**config.mk**
```make
export PLATFORM = sky130hd
export DESIGN_NAME = shift_load_ctrl
export DESIGN_NICKNAME = d
export VERILOG_FILES = /design/src/rtl/shift_ctrl_pkg.sv /design/src/rtl/shift_bit_counter.sv /design/src/rtl/shift_load_ctrl.sv
export SDC_FILE = /design/constraint.sdc
export NUM_CORES = 1
export LEC_CHECK = 0
export ABC_CLOCK_PERIOD_IN_PS = 1300
export BUFFER_PORTS_ARGS = -buffer_cell sky130_fd_sc_hd__buf_2
export CAP_MARGIN = 20
export CORE_AREA = 2 2 39 41
export CTS_CLUSTER_SIZE = 20
export DETAILED_ROUTE_END_ITERATION = 16
export DIE_AREA = 0 0 41 43
export PLACE_DENSITY = 0.6
export SLEW_MARGIN = 0
export SYNTH_ARGS = -nofsm -noshare
export SYNTH_HDL_FRONTEND = slang
export SYNTH_SLANG_ARGS = --single-unit
```
**constraint.sdc**
```tcl
create_clock -name clk -period 1.3 [get_ports clk]
set_input_delay 0.13 -clock clk [delete_from_list [all_inputs] [get_ports clk]]
set_output_delay 0.13 -clock clk [all_outputs]
set_load 0.01 [all_outputs]
```
**src/rtl/shift_ctrl_pkg.sv**
```systemverilog
// Shared types and width helpers for the shift-register load sequencer.
package shift_ctrl_pkg;

    typedef enum logic [1:0] {
        IDLE  = 2'd0,
        SHIFT = 2'd1,
        PAR   = 2'd2,
        WAIT  = 2'd3
    } state_t;

    // bit_cnt must hold WIDTH+1 when the parity bit is appended
    function automatic int unsigned cnt_width(input int unsigned width);
        return $clog2(width + 2);
    endfunction

    // Gap counter runs 0..GAP-1; keep at least one bit so GAP<=1 still elaborates
    function automatic int unsigned gap_width(input int unsigned gap);
        return (gap < 2) ? 1 : $clog2(gap);
    endfunction

endpackage

```
**src/rtl/shift_bit_counter.sv**
```systemverilog
// Clearable up-counter with a terminal-count flag against a programmable last value.
module shift_bit_counter #(
    parameter int unsigned W = 3
) (
    input  logic         clk,
    input  logic         reset,
    input  logic         clr,
    input  logic         inc,
    input  logic [W-1:0] last,
    output logic [W-1:0] count,
    output logic         tc_c
);

    always_ff @(posedge clk or negedge reset) begin
        if (!reset) begin
            count <= '0;
        end else if (clr) begin
            count <= '0;
        end else if (inc) begin
            count <= count + W'(1);
        end
    end

    assign tc_c = (count == last);

endmodule

```
**src/rtl/shift_load_ctrl.sv**
```systemverilog
// Serialises a parallel word MSB-first into a DFF chain with shift-enable and done pulse.
// Optional even-parity trailer bit enabled by defining SHIFT_PARITY_EN.
module shift_load_ctrl
    import shift_ctrl_pkg::*;
#(
    parameter int unsigned WIDTH = 4,
    parameter int unsigned GAP   = 0
) (
    input  logic                        clk,
    input  logic                        reset,
    input  logic                        in_valid,
    input  logic [WIDTH-1:0]            in_data,
    output logic                        in_ready,
    output logic                        sr_d,
    output logic                        sr_en,
    output logic                        busy,
    output logic                        done,
    output logic [cnt_width(WIDTH)-1:0] bit_cnt
);

    localparam int unsigned CW = cnt_width(WIDTH);
    localparam int unsigned GW = gap_width(GAP);

    state_t           state;
    logic [WIDTH-1:0] shadow;
    logic             accept_c;
    logic             bit_inc_c;
    logic             bit_last_c;
    logic             gap_last_c;
`ifdef SHIFT_PARITY_EN
    logic             par;
`endif

    assign accept_c = in_valid & in_ready;

`ifdef SHIFT_PARITY_EN
    assign bit_inc_c = (state == SHIFT) || (state == PAR);
`else
    assign bit_inc_c = (state == SHIFT);
`endif

    shift_bit_counter #(.W(CW)) u_bit_cnt (
        .clk   (clk),
        .reset (reset),
        .clr   (accept_c),
        .inc   (bit_inc_c),
        .last  (CW'(WIDTH - 1)),
        .count (bit_cnt),
        .tc_c  (bit_last_c)
    );

    // Gap counter idles at zero and only runs while waiting out the inter-word gap
    if (GAP > 0) begin : g_gap
        logic [GW-1:0] gap_cnt_unused;

        shift_bit_counter #(.W(GW)) u_gap_cnt (
            .clk   (clk),
            .reset (reset),
            .clr   (state != WAIT),
            .inc   (state == WAIT),
            .last  (GW'(GAP - 1)),
            .count (gap_cnt_unused),
            .tc_c  (gap_last_c)
        );
    end else begin : g_no_gap
        assign gap_last_c = 1'b1;
    end

    // Controller: outputs are registered alongside the state they belong to
    always_ff @(posedge clk or negedge reset) begin
        if (!reset) begin
            state    <= IDLE;
            shadow   <= '0;
            done     <= 1'b0;
            in_ready <= 1'b1;
            sr_en    <= 1'b0;
            sr_d     <= 1'b0;
            busy     <= 1'b0;
`ifdef SHIFT_PARITY_EN
            par      <= 1'b0;
`endif
        end else begin
            done <= 1'b0;
            case (state)
                IDLE: begin
                    if (accept_c) begin
                        shadow   <= in_data;
                        state    <= SHIFT;
                        in_ready <= 1'b0;
                        busy     <= 1'b1;
                        sr_en    <= 1'b1;
                        sr_d     <= in_data[WIDTH-1];
`ifdef SHIFT_PARITY_EN
                        par      <= ^in_data;
`endif
                    end
                end
                SHIFT: begin
                    shadow <= shadow << 1;
                    sr_d   <= shadow[WIDTH-2];
                    if (bit_last_c) begin
`ifdef SHIFT_PARITY_EN
                        state <= PAR;
                        sr_d  <= par;
`else
                        done  <= 1'b1;
                        sr_en <= 1'b0;
                        sr_d  <= 1'b0;
                        if (GAP == 0) begin
                            state    <= IDLE;
                            in_ready <= 1'b1;
                            busy     <= 1'b0;
                        end else begin
                            state <= WAIT;
                        end
`endif
                    end
                end
`ifdef SHIFT_PARITY_EN
                PAR: begin
                    done  <= 1'b1;
                    sr_en <= 1'b0;
                    sr_d  <= 1'b0;
                    if (GAP == 0) begin
                        state    <= IDLE;
                        in_ready <= 1'b1;
                        busy     <= 1'b0;
                    end else begin
                        state <= WAIT;
                    end
                end
`endif
                WAIT: begin
                    if (gap_last_c) begin
                        state    <= IDLE;
                        in_ready <= 1'b1;
                        busy     <= 1'b0;
                    end
                end
                default: begin
                    state <= IDLE;
                end
            endcase
        end
    end

endmodule

```
==> metrics.md, run 1 <==
| Metric | Value |
|---|---|
| Final HPWL DP | approximately 570 um |
| Pin count of the biggest net entering global routing | 17 |
| Final period util | between 90% and 100% |
| Most common cell after layout, fill and taps aside | buf_2 |
| Hold Crit Class | input pin to flop |
| Met3 routed WL | 28 um |
| Clock root cell | clkbuf_4 |
| Global-route wire length before repair | 1370 um |
| Starting Density | around a third |
| RSZ-0062 raised after global routing | false |
| Vias | around 340 |
| Setup TNS | 0 ps |
| Outcome | finished, final reports clean |
| Max IR drop VDD | ~0.78 mV |
| Gr ovfl total | 0 |
| Routed wl met2 | around 380 um |
| First DRT Iteration DRCs | 4 |
| Max layer used | met4 |
| DRT antenna net count | 0 |
| Drt wl/cell | between 10 and 15 um |
| Critical Path RT | 1460 ps |
| Flops & latches, synth | 10 |
| Post-Place Cells | 67 |
| Initial antenna violation count | 0 |
| Share of cells above drive strength 1 | 35.7% |
| Max-slew headroom | 82.0% |
| Mean Syn Cell Area | around 11 um^2 |
| Htree depth | 1 |
| Cell Pwr Density | 1980 nW/um^2 |
| Total Nets Final | between 60 and 70 |
| Worst-margin pin slew | approximately 270 ps |
| Worst r2r path cells | 3 |
| Clock Sinks | 10 |
| WS Path Type | flop to flop |
| Cts bufs inserted | 3 |
| Drt first pass iters | 3 |
| Final wirelength | approximately 800 um |
| Die ar. | roughly 1800 um^2 |
| Hold Crit Depth | 3 |
| PortBufs | 14 |
| Clock Skews | around 3.7 ps |
| Arrival @ worst endpoint | between 1000 and 1500 ps |
| Core box area | roughly 1400 um^2 |
| Chip width | 41 um |
| Non-Filler Instances | between 70 and 80 |
| I/O pin total | 15 |
| CP max FO | 3 |
| Total power | roughly 1.1 mW |
| Max cap viols | 0 |
| Final GP Congestion | ~0.77 |
| Syn_nets | 49 |
| Fin. Hold Viols | 0 |
| Syn Inst Count | 40 |
| Fmax | just over 0.8 GHz |
| Setup crit end kind | flop |
| CTS tree | done |
| Count of cell types in the netlist | 18 |
| Vias/cell | ~4.7 |
| Lkg Pwr | between 0.2 and 0.3 nW |
| Bufs on Longest Clock Path | 2 |
| Commonest cells after routing, fill and taps aside | 14 x buf_2, 8 x dfrtp_1, 5 x mux2i_1 |
| Register area share after synthesis | a little under three fifths |
| CTS clock-pin slew for the worst setup and hold paths | ~70 ps |
| M1 wire length | about 380 um |
| Fill cells | 139 |
| Area delta synth->final | 23.6% |
| Synth warnings | 0 |
| N_diodes | 0 |
| # rows | 14 |
| Final Setup Violations | 0 |
| Worst Setup Start Kind | flop |
| Crit path time final | 1200 ps |
| Post-Syn Area | ~460 um^2 |
| Chip Height | ~43 um |
| Drt drc | 0 |
| Final Max Tran Viols | 0 |
| Worst-Skew Late Latency | roughly 260 ps |
| Vias in the first global route | 306 |
| Post-CTS Setup Bufs | 0 |
| GR Util All Layers | a little under an eighth |
[through the flow]
stage | area [um^2] | hold WS, ps | util (%) | worst slack (ps)
after floorplan | 457 | -166 | - | 101
after global placement | 527 | 2.92 | 38.1 | 131
after detailed placement | 527 | 5.47 | 38.1 | 100
after CTS | 563 | 114 | 40.7 | 33.5
after global routing | 564 | 136 | 40.8 | 23.3
final | 564 | 115 | 40.8 | 96.3
[worst max-delay path, cell delays in order, from the launching register on]
cell and delay (ps):
dfrtp_1 400, ha_1 210, ha_1 270, a221oi_1 230
[sequential cells by signal, summed over array words and instances, names as in the netlist]
name             cells
done                 1
shadow               3
sr_en                1
sr_d                 1
u_bit_cnt.count      3
in_ready             1
[Yosys cell counts]
master,count,area share (%)
a21oi_1,3,3.3
buf_4,2,3.3
nor2_1,1,0.82
and2_1,1,1.4
nand3_1,1,1.1
nand3b_1,1,1.6
dfstp_2,1,5.8
a221oi_1,1,1.9
nand2_4,1,2.5
dfrtp_1,9,49
nand2_1,3,2.5
inv_1,2,1.6
clkbuf_2,1,1.1
mux2i_1,5,11
o21ai_0,2,2.2
o21ai_1,3,3.3
xnor2_1,1,1.9
ha_1,2,5.5
[repair_timing]
| action | 4_1_cts | 5_1_grt |
|---|---|---|
| hold endpoints to repair | 10 | 0 |
| setup endpoints to repair | 0 | 2 |
| gates resized for setup | 0 | 1 |
| hold buffers | 1 | 0 |
[path summary, 6_finish.rpt]
path | start | endpoint | slack (ps)
setup / recovery | u_bit_cnt.count[0]$_DFFE_PN0P_ | u_bit_cnt.count[2]$_DFFE_PN0P_ | 100
hold / removal | in_data[0] | shadow[0]$_DFFE_PN0P_ | 110
setup reg to reg | u_bit_cnt.count[0]$_DFFE_PN0P_ | u_bit_cnt.count[2]$_DFFE_PN0P_ | 100
hold reg to reg | shadow[1]$_DFFE_PN0P_ | shadow[2]$_DFFE_PN0P_ | 490
max in group asynchronous | reset | in_ready$_DFFE_PN1P_ | 770
min in group asynchronous | reset | done$_DFF_PN0_ | 270
[report_power, final]
part	internal (mW)	total, mW	switching, mW
logic	0.189	0.364	0.175
clock network	0.118	0.221	0.102
registers	0.423	0.533	0.110
total	0.731	1.12	0.387
[area by class of cell]
| cell class | count | area (um^2) | area share [%] |
|---|---|---|---|
| timing repair buffer | 15 | 80.1 | 14.2 |
| inverter | 2 | 7.51 | 1.33 |
| multi-input combinational | 25 | 178 | 31.5 |
| clock buffer | 4 | 26.3 | 4.66 |
| sequential | 10 | 253 | 44.8 |
| tap | 16 | 20.0 | 3.55 |
[layer usage]
metal	GRT usage [%]	vias to the layer above
li1	-	167
met1	16.6	158
met2	15.3	8
met3	1.57	2
met4	10.0	0
met5	0	-
[kinds of logic (layout without fill, tap and decap cells)]
family	Yosys count	in the layout	synth area share [%]
compound gates	9	9	10.7
xor+xnor	1	1	1.92
fa+ha+maj	2	2	5.48
buf+inv	5	21	6.03
flops	10	10	55.1
mux	5	5	11.0
simple gates	8	8	9.86
(Power assumes the default switching activity.)
==> run 2, diff against run 1 <==
--- a/config.mk
+++ b/config.mk
@@ -12,8 +12,10 @@
 export CTS_CLUSTER_SIZE = 20
 export DETAILED_ROUTE_END_ITERATION = 16
 export DIE_AREA = 0 0 41 43
-export PLACE_DENSITY = 0.6
+export MAX_ROUTING_LAYER = met4
+export PLACE_DENSITY = 0.67
 export SLEW_MARGIN = 0
 export SYNTH_ARGS = -nofsm -noshare
 export SYNTH_HDL_FRONTEND = slang
+export SYNTH_HIERARCHICAL = 1
 export SYNTH_SLANG_ARGS = --single-unit
==> run 2 against run 1 <==
Cell area is 14% higher. Power is 49% lower. Synthesized area is 20% higher. Clock skew is 2.2 ps lower. Core utilization is 5.8 points higher. Sequential cell count stayed put. Sequential power is 42% lower. Setup slack better by 42 ps. Fmax is 3.6% higher. Critical endpoint is now in_ready. Largest cell class is now multi-input combinational cells.
==> metrics.md, run 2 <==
| Metric | Value |
|---|---|
| Main flop type after synthesis | dfrtp_1 |
| Most frequent cell after synthesis | dfrtp_1 |
| Cts bufs inserted | 3 |
| Core box area | about 1400 um^2 |
| Final Max Tran Viols | 0 |
| Clock Sinks | 10 |
| Post-synth EDFFs | 0 |
| Final wirelength | slightly below 1000 um |
| Setup TNS | 0 ps |
| Drt first pass iters | 3 |
| Stages on the worst setup path | 1 |
| Synth async-reset ratio | 100% |
| Lkg Pwr | around 0.28 nW |
| Register area | approximately 250 um^2 |
| Total power | ~0.57 mW |
| DRT antenna net count | 0 |
| Critical Path RT | 1170 ps |
| Initial antenna violation count | 0 |
| Post-CTS Setup Bufs | 0 |
| Final period util | 89.4% |
| Pin count of the biggest net entering global routing | 21 |
| Synth area leaders | dfrtp_1 41%, o311ai_2 5.9%, dfstp_2 4.8%, nand4b_1 4.8%, xor2_1 4.8% |
| Clock Skews | 1.44 ps |
| Post-synth top area share | slightly above 40% |
| Final Setup Violations | 0 |
| Clock root cell | clkbuf_4 |
| Mean Syn Cell Area | 11.0 um^2 |
| Worst hold start | in_valid |
| Drt drc | 0 |
| Cell Pwr Density | roughly 880 nW/um^2 |
| Arrival @ worst endpoint | 1030 ps |
| Hold Crit Depth | 2 |
| Final HPWL DP | around 670 um |
| Gr ovfl total | 0 |
| RSZ-0062 raised after global routing | false |
| CP peak stage delay | approximately 610 ps |
| Max cap viols | 0 |
| Flops & latches, synth | 10 |
| Regs by FF count | shadow x3, u_bit_cnt/count x3 |
| Commonest cells after routing, fill and taps aside | 14 x buf_2, 8 x dfrtp_1, 4 x a21oi_1 |
| Vias | ~400 |
| Bufs on Longest Clock Path | 2 |
| Fin. Hold Viols | 0 |
| Area delta synth->final | 17.6% |
| Most common cell after layout, fill and taps aside | buf_2 |
| CTS clock-pin slew for the worst setup and hold paths | 70 ps |
| PortBufs | 14 |
| Synth area leader | dfrtp_1 |
| Worst-Skew Late Latency | 260 ps |
| Hold Crit Class | input pin to flop |
| Buffers plus inverters on the worst setup path | 1 |
| Global-route wire length before repair | between 1500 and 2000 um |
| Synth top cells by count | 9 x dfrtp_1, 4 x a21oi_1 |
| Drt wl/cell | 12.1 um |
| Vias in the first global route | around 380 |
| Chip width | around 41 um |
| Syn Inst Count | 50 |
| I/O pin total | 15 |
| Final GP Congestion | 0.722 |
| CP cell instances | buf_2 |
| Vias/cell | ~4.7 |
| CP max FO | 9 |
| Total Nets Final | between 70 and 80 |
| Count of cell types in the netlist | 25 |
| Die ar. | between 1500 and 2000 um^2 |
| # rows | 14 |
| Crit-path slowest cell | dfstp_2 |
| CTS tree | done |
| Max IR drop VDD | 0.440 mV |
| Worst r2r path cells | 4 |
| GR Util All Layers | 15.5% |
| Setup crit end kind | output port |
| N_diodes | 0 |
| Chip Height | about 43 um |
| Worst setup startpoint | in_ready$_DFFE_PN1P_ |
| Starting Density | between 30% and 40% |
| First DRT Iteration DRCs | 7 |
| Fmax | roughly 0.86 GHz |
| Crit Reg-Reg Startpoint | u_bit_cnt/count[2]$_DFFE_PN0P_ |
| WS Path Type | flop to output port |
| Post-Syn Area | about 550 um^2 |
| Fill cells | between 100 and 150 |
| Register area share after synthesis | between 40% and 50% |
| Htree depth | 1 |
| Crit-path leading delay family | flip-flops |
| Share of cells above drive strength 1 | between 30% and 40% |
| Worst Setup Start Kind | flop |
| Synth warnings | 6 |
| Outcome | finished, final reports clean |
| Crit path time final | about 1200 ps |
| Multi-input logic area | 254 um^2 |
==> run 2: changes by cell type in the layout (fill, tap and decap cells not counted), sizes merged, moves of 3 or more <==
| cell | previous run | this run |
|---|---|---|
| conb | 0 | 3 |
| xor2 | 0 | 3 |
| nand4b | 0 | 3 |
| mux2i | 5 | 1 |
| o21ai | 5 | 0 |
==> run 2: path summary, 6_finish.rpt <==
| kind | slack (ps) | to |
|---|---|---|
| min | 110 | in_ready$_DFFE_PN1P_ |
| max in group asynchronous | 790 | in_ready$_DFFE_PN1P_ |
| max | 140 | in_ready |
| min in group asynchronous | 250 | done$_DFF_PN0_ |
| min reg2reg | 510 | shadow[1]$_DFFE_PN0P_ |
| max reg2reg | 220 | sr_d$_DFFE_PN0P_ |
==> run 2: cells by family (layout without fill, tap and decap cells) <==
group	count (synthesis)	in the layout	synth area share, %
and+or+nand+nor	15	15	17.6
AOI/OAI and AO/OA	10	10	16.2
DFF	10	10	45.9
buffers and inverters	7	22	8.45
xor gates and xnor gates	4	4	6.39
other	2	3	1.37
adders and majority gates	1	1	2.28
muxes	1	1	1.83
==> run 2: metrics by stage <==
| step | util [%] | hold WS (ps) | instances | instance area [um^2] | setup slack [ps] |
|---|---|---|---|---|---|
| after floorplan | - | -166 | 51 | 552 | 204 |
| after global placement | 43.9 | 1.52 | 77 | 607 | 114 |
| after detailed placement | 43.9 | 7.22 | 77 | 607 | 130 |
| after CTS | 46.6 | 105 | 82 | 644 | 115 |
| after global routing | 46.6 | 122 | 82 | 644 | 55.4 |
| final | 46.6 | 115 | 82 | 644 | 138 |
==> run 2: report_power, final <==
part / internal [mW] / switching [mW]
logic: 0.0115 / 0.0164
clock network: 0.119 / 0.110
registers: 0.311 / 0
total: 0.441 / 0.126
==> run 2: worst register-to-register path, delay by kind of cell, from the launching register on <==
kind,cells,cell delay (ps)
flip-flops,1,410
AND/OR/NAND/NOR,2,320
XOR/XNOR,1,160
AO/OA/AOI/OAI,1,80
==> run 2: final cells by class <==
class	instances	share of cell area, %
Multi-Input combinational cell	34	39.4
Sequential cell	10	39.2
Timing Repair Buffer	15	12.4
Clock buffer	4	4.08
Tap cell	16	3.11
Inverter	3	1.75
==> run 2: repair_timing <==
item                       CTS  global route
hold endpoints to repair    10             0
hold buffers                 1             0
setup endpoints to repair    2             0
gates resized for setup      1             0
==> run 2: metal layers <==
layer  wire (um)  part of all wire (%)  track usage [%]
met3          33                   3.3             3.14
met4           9                  0.91             12.0
met1         480                    48             22.1
met5           0                     0                -
met2         470                    47             18.1
==> run 3, diff against run 2 <==
--- a/config.mk
+++ b/config.mk
@@ -5,6 +5,7 @@
 export SDC_FILE = /design/constraint.sdc
 export NUM_CORES = 1
 export LEC_CHECK = 0
+export ABC_AREA = 1
 export ABC_CLOCK_PERIOD_IN_PS = 1300
 export BUFFER_PORTS_ARGS = -buffer_cell sky130_fd_sc_hd__buf_2
 export CAP_MARGIN = 20
@@ -13,7 +14,7 @@
 export DETAILED_ROUTE_END_ITERATION = 16
 export DIE_AREA = 0 0 41 43
 export MAX_ROUTING_LAYER = met4
-export PLACE_DENSITY = 0.67
+export PLACE_DENSITY = 0.64
 export SLEW_MARGIN = 0
 export SYNTH_ARGS = -nofsm -noshare
 export SYNTH_HDL_FRONTEND = slang
==> constraint.sdc (replaced) <==
create_clock -name clk -period 1.3 [get_ports clk]
set_input_delay 0.065 -clock clk [delete_from_list [all_inputs] [get_ports clk]]
set_output_delay 0.065 -clock clk [all_outputs]
set_load 0.01 [all_outputs]
==> run 3 against run 2 <==
Sequential share of layout area is 0.58 points higher. Synthesized cell count is 32% higher. Clock-buffer cell count stayed put. Clock skew is 4.4 ps higher.
==> metrics.md, run 3 <==
| Metric | Value |
|---|---|
| Final Max Tran Viols | 0 |
| CTS tree | done |
| Gr ovfl total | 0 |
| Crit path time final | about 1100 ps |
| Cell Pwr Density | between 2000 and 2500 nW/um^2 |
| Pre-CTS WS | between 150 and 200 ps |
| Total Nets Final | 95 |
| N_diodes | 0 |
| Crit-path leading delay family | flip-flops |
| Htree depth | 1 |
| Lkg Pwr | about 0.39 nW |
| Register area share after synthesis | about 50% |
| Post-Syn Area | a little over 500 um^2 |
| Post-Place Cell Area | 596 um^2 |
| Synth area leaders | dfrtp_1 45%, nand2_1 20%, dfstp_2 5.2%, inv_1 5.2%, nand3_1 5.0% |
| Drt drc | 0 |
| Outcome | finished, final reports clean |
| Syn Inst Count | 66 |
| Fin. Hold Viols | 0 |
| Worst-Skew Late Latency | 270 ps |
| Final HPWL DP | roughly 700 um |
| Regs by FF count | shadow x3, u_bit_cnt/count x3 |
| Area delta synth->final | 25.0% |
| Initial antenna violation count | 0 |
| Drt first pass iters | 3 |
| Post-Synth XOR/XNOR Area | around 3.5% |
| Clock root cell | clkbuf_4 |
| Commonest cells after routing, fill and taps aside | 27 x nand2_1, 14 x buf_2, 9 x dfrtp_1 |
| WS Path Type | flop to output port |
| Post-synthesis mux area share | 0% |
| Chip Height | between 40 and 50 um |
| Adder-cell share of the synthesized area | around 2.5% |
| Synth area leader | dfrtp_1 |
| Crit-path slowest cell | dfrtp_1 |
| PostCTS Resize Cnt | 0 |
| Worst setup margin | about 170 ps |
| Bufs on Longest Clock Path | 2 |
| M1 wire length | roughly 440 um |
| Final period util | around 87% |
| Post-CTS Setup Bufs | 0 |
| CP cell instances | buf_2 |
| Setup TNS | 0 ps |
| CP peak stage delay | 580 ps |
| Final Hold Slack | between 20 and 30 ps |
| Clock Skews | just under 6 ps |
| Setup crit end kind | output port |
| Synth Area in Compound Gates | about 4.0% |
| Routed wl met2 | roughly 400 um |
| CTS clock-pin slew for the worst setup and hold paths | 70 ps |
| Synth warnings | 6 |
| Critical Path RT | approximately 1200 ps |
| Post-Place Cells | 97 |
| Most frequent cell after synthesis | nand2_1 |
| Hold Crit Class | input pin to flop |
| Chip width | 41 um |
| Vias in the first global route | between 300 and 400 |
| Max cap viols | 0 |
| Largest family of logic cells by synthesized area | simple AND/OR/NAND/NOR gates |
| Fin util | between 40% and 50% |
| Arrival @ worst endpoint | roughly 1100 ps |
| Clock Sinks | 10 |
| RSZ-0062 raised after global routing | false |
| Worst Setup Start Kind | flop |
| Final Setup Violations | 0 |
| Main flop type after synthesis | dfrtp_1 |
| Drt wl/cell | 8.96 um |
| Buffers plus inverters on the worst setup path | 1 |
| Hold_buf cts | 1 |
| Post-synth EDFFs | 0 |
| Starting Density | 36.5% |
| Vias | ~420 |
| Core box area | 1380 um^2 |
| Non-Filler Instances | roughly 100 |
| I/O pin total | 15 |
| Fmax | a little under 0.9 GHz |
| GR Util All Layers | ~14% |
| Most common cell after layout, fill and taps aside | nand2_1 |
| Count of cell types in the netlist | 17 |
| Cts bufs inserted | 3 |
| Global-route wire length before repair | around 1600 um |
| Max layer used | met4 |
| Final GP Congestion | about 0.74 |
| First DRT Iteration DRCs | 3 |
| Flops & latches, synth | 10 |
| Setup slack, reg-to-reg | ~180 ps |
| Post-synth top area share | 44.6% |
| Vias/cell | around 4.2 |
| Pin count of the biggest net entering global routing | 14 |
| Share of cells above drive strength 1 | 24.4% |
| # rows | 14 |
| Synth top cells by count | 27 x nand2_1, 9 x dfrtp_1, 7 x inv_1, 5 x nand3_1, 3 x nor2_1 |
| Max IR drop VDD | 0.701 mV |
| Final wirelength | 914 um |
| Synth async-reset ratio | 100% |
| Total power | about 1.4 mW |
| PortBufs | 14 |
| CP max FO | 13 |
| Post-route cell area | 632 um^2 |
| Met3 routed WL | approximately 41 um |
| Die ar. | between 1500 and 2000 um^2 |
| Simple-Gate Fraction of Synth Area | 30.7% |
| DRT antenna net count | 0 |
| Mean Syn Cell Area | about 7.7 um^2 |
-- run 3: cell count changes in the layout (fill, tap and decap cells not counted), moves of 2 or more --
| cell | change |
|---|---|
| nand3b_1 | -2 |
| inv_1 | +4 |
| xor2_1 | -2 |
| nand3_1 | +4 |
| nand4b_1 | -3 |
| a21bo_1 | -2 |
| a21oi_1 | -3 |
| nand2_1 | +25 |
| inv_2 | +2 |
| o21ai_1 | +2 |
| o311ai_2 | -2 |
-- run 3: worst paths after layout --
kind,startpoint,end,cells past startpoint
worst max-delay path,state[0]$_DFFE_PN0P_,sr_en,1
worst min-delay path,in_data[0],shadow[0]$_DFFE_PN0P_,3
worst max register to register,u_bit_cnt/count[1]$_DFFE_PN0P_,sr_d$_DFFE_PN0P_,8
worst min register to register,sr_d$_DFFE_PN0P_,sr_d$_DFFE_PN0P_,2
max in group asynchronous,reset,in_ready$_DFFE_PN1P_,2
min in group asynchronous,reset,shadow[0]$_DFFE_PN0P_,2
-- run 3: tightest hold or removal path, delay by kind of cell --
kind / cells / cell delay, ps
buffers and inverters: 1 / 70
AND/OR/NAND/NOR: 2 / 120
-- run 3: kinds of logic (layout without fill, tap and decap cells) --
logic type	after synthesis	in the layout
AOI/OAI and AO/OA	4	4
xor gates and xnor gates	2	2
adders and majority gates	1	1
buffers and inverters	10	28
DFF	10	10
other	2	4
and+or+nand+nor	37	37
-- run 3: cell type report --
type	count	area [um^2]
Timing Repair Buffer	15	80.1
Tap cell	16	20.0
Sequential cell	10	251
Multi-Input combinational cell	48	220
Inverter	9	33.8
Fill cell	151	752
Clock buffer	4	26.3
-- run 3: power breakdown --
part / internal [mW] / switching [mW]
Sequential: 0.448 / 0.123
Clock: 0.119 / 0.107
Combinational: 0.237 / 0.335
Total: 0.804 / 0.565
-- run 3: metal layers --
layer	vias up	GRT usage, %
met5	-	-
met4	0	12.0
met3	3	3.14
met2	12	17.8
met1	176	18.1
li1	233	-
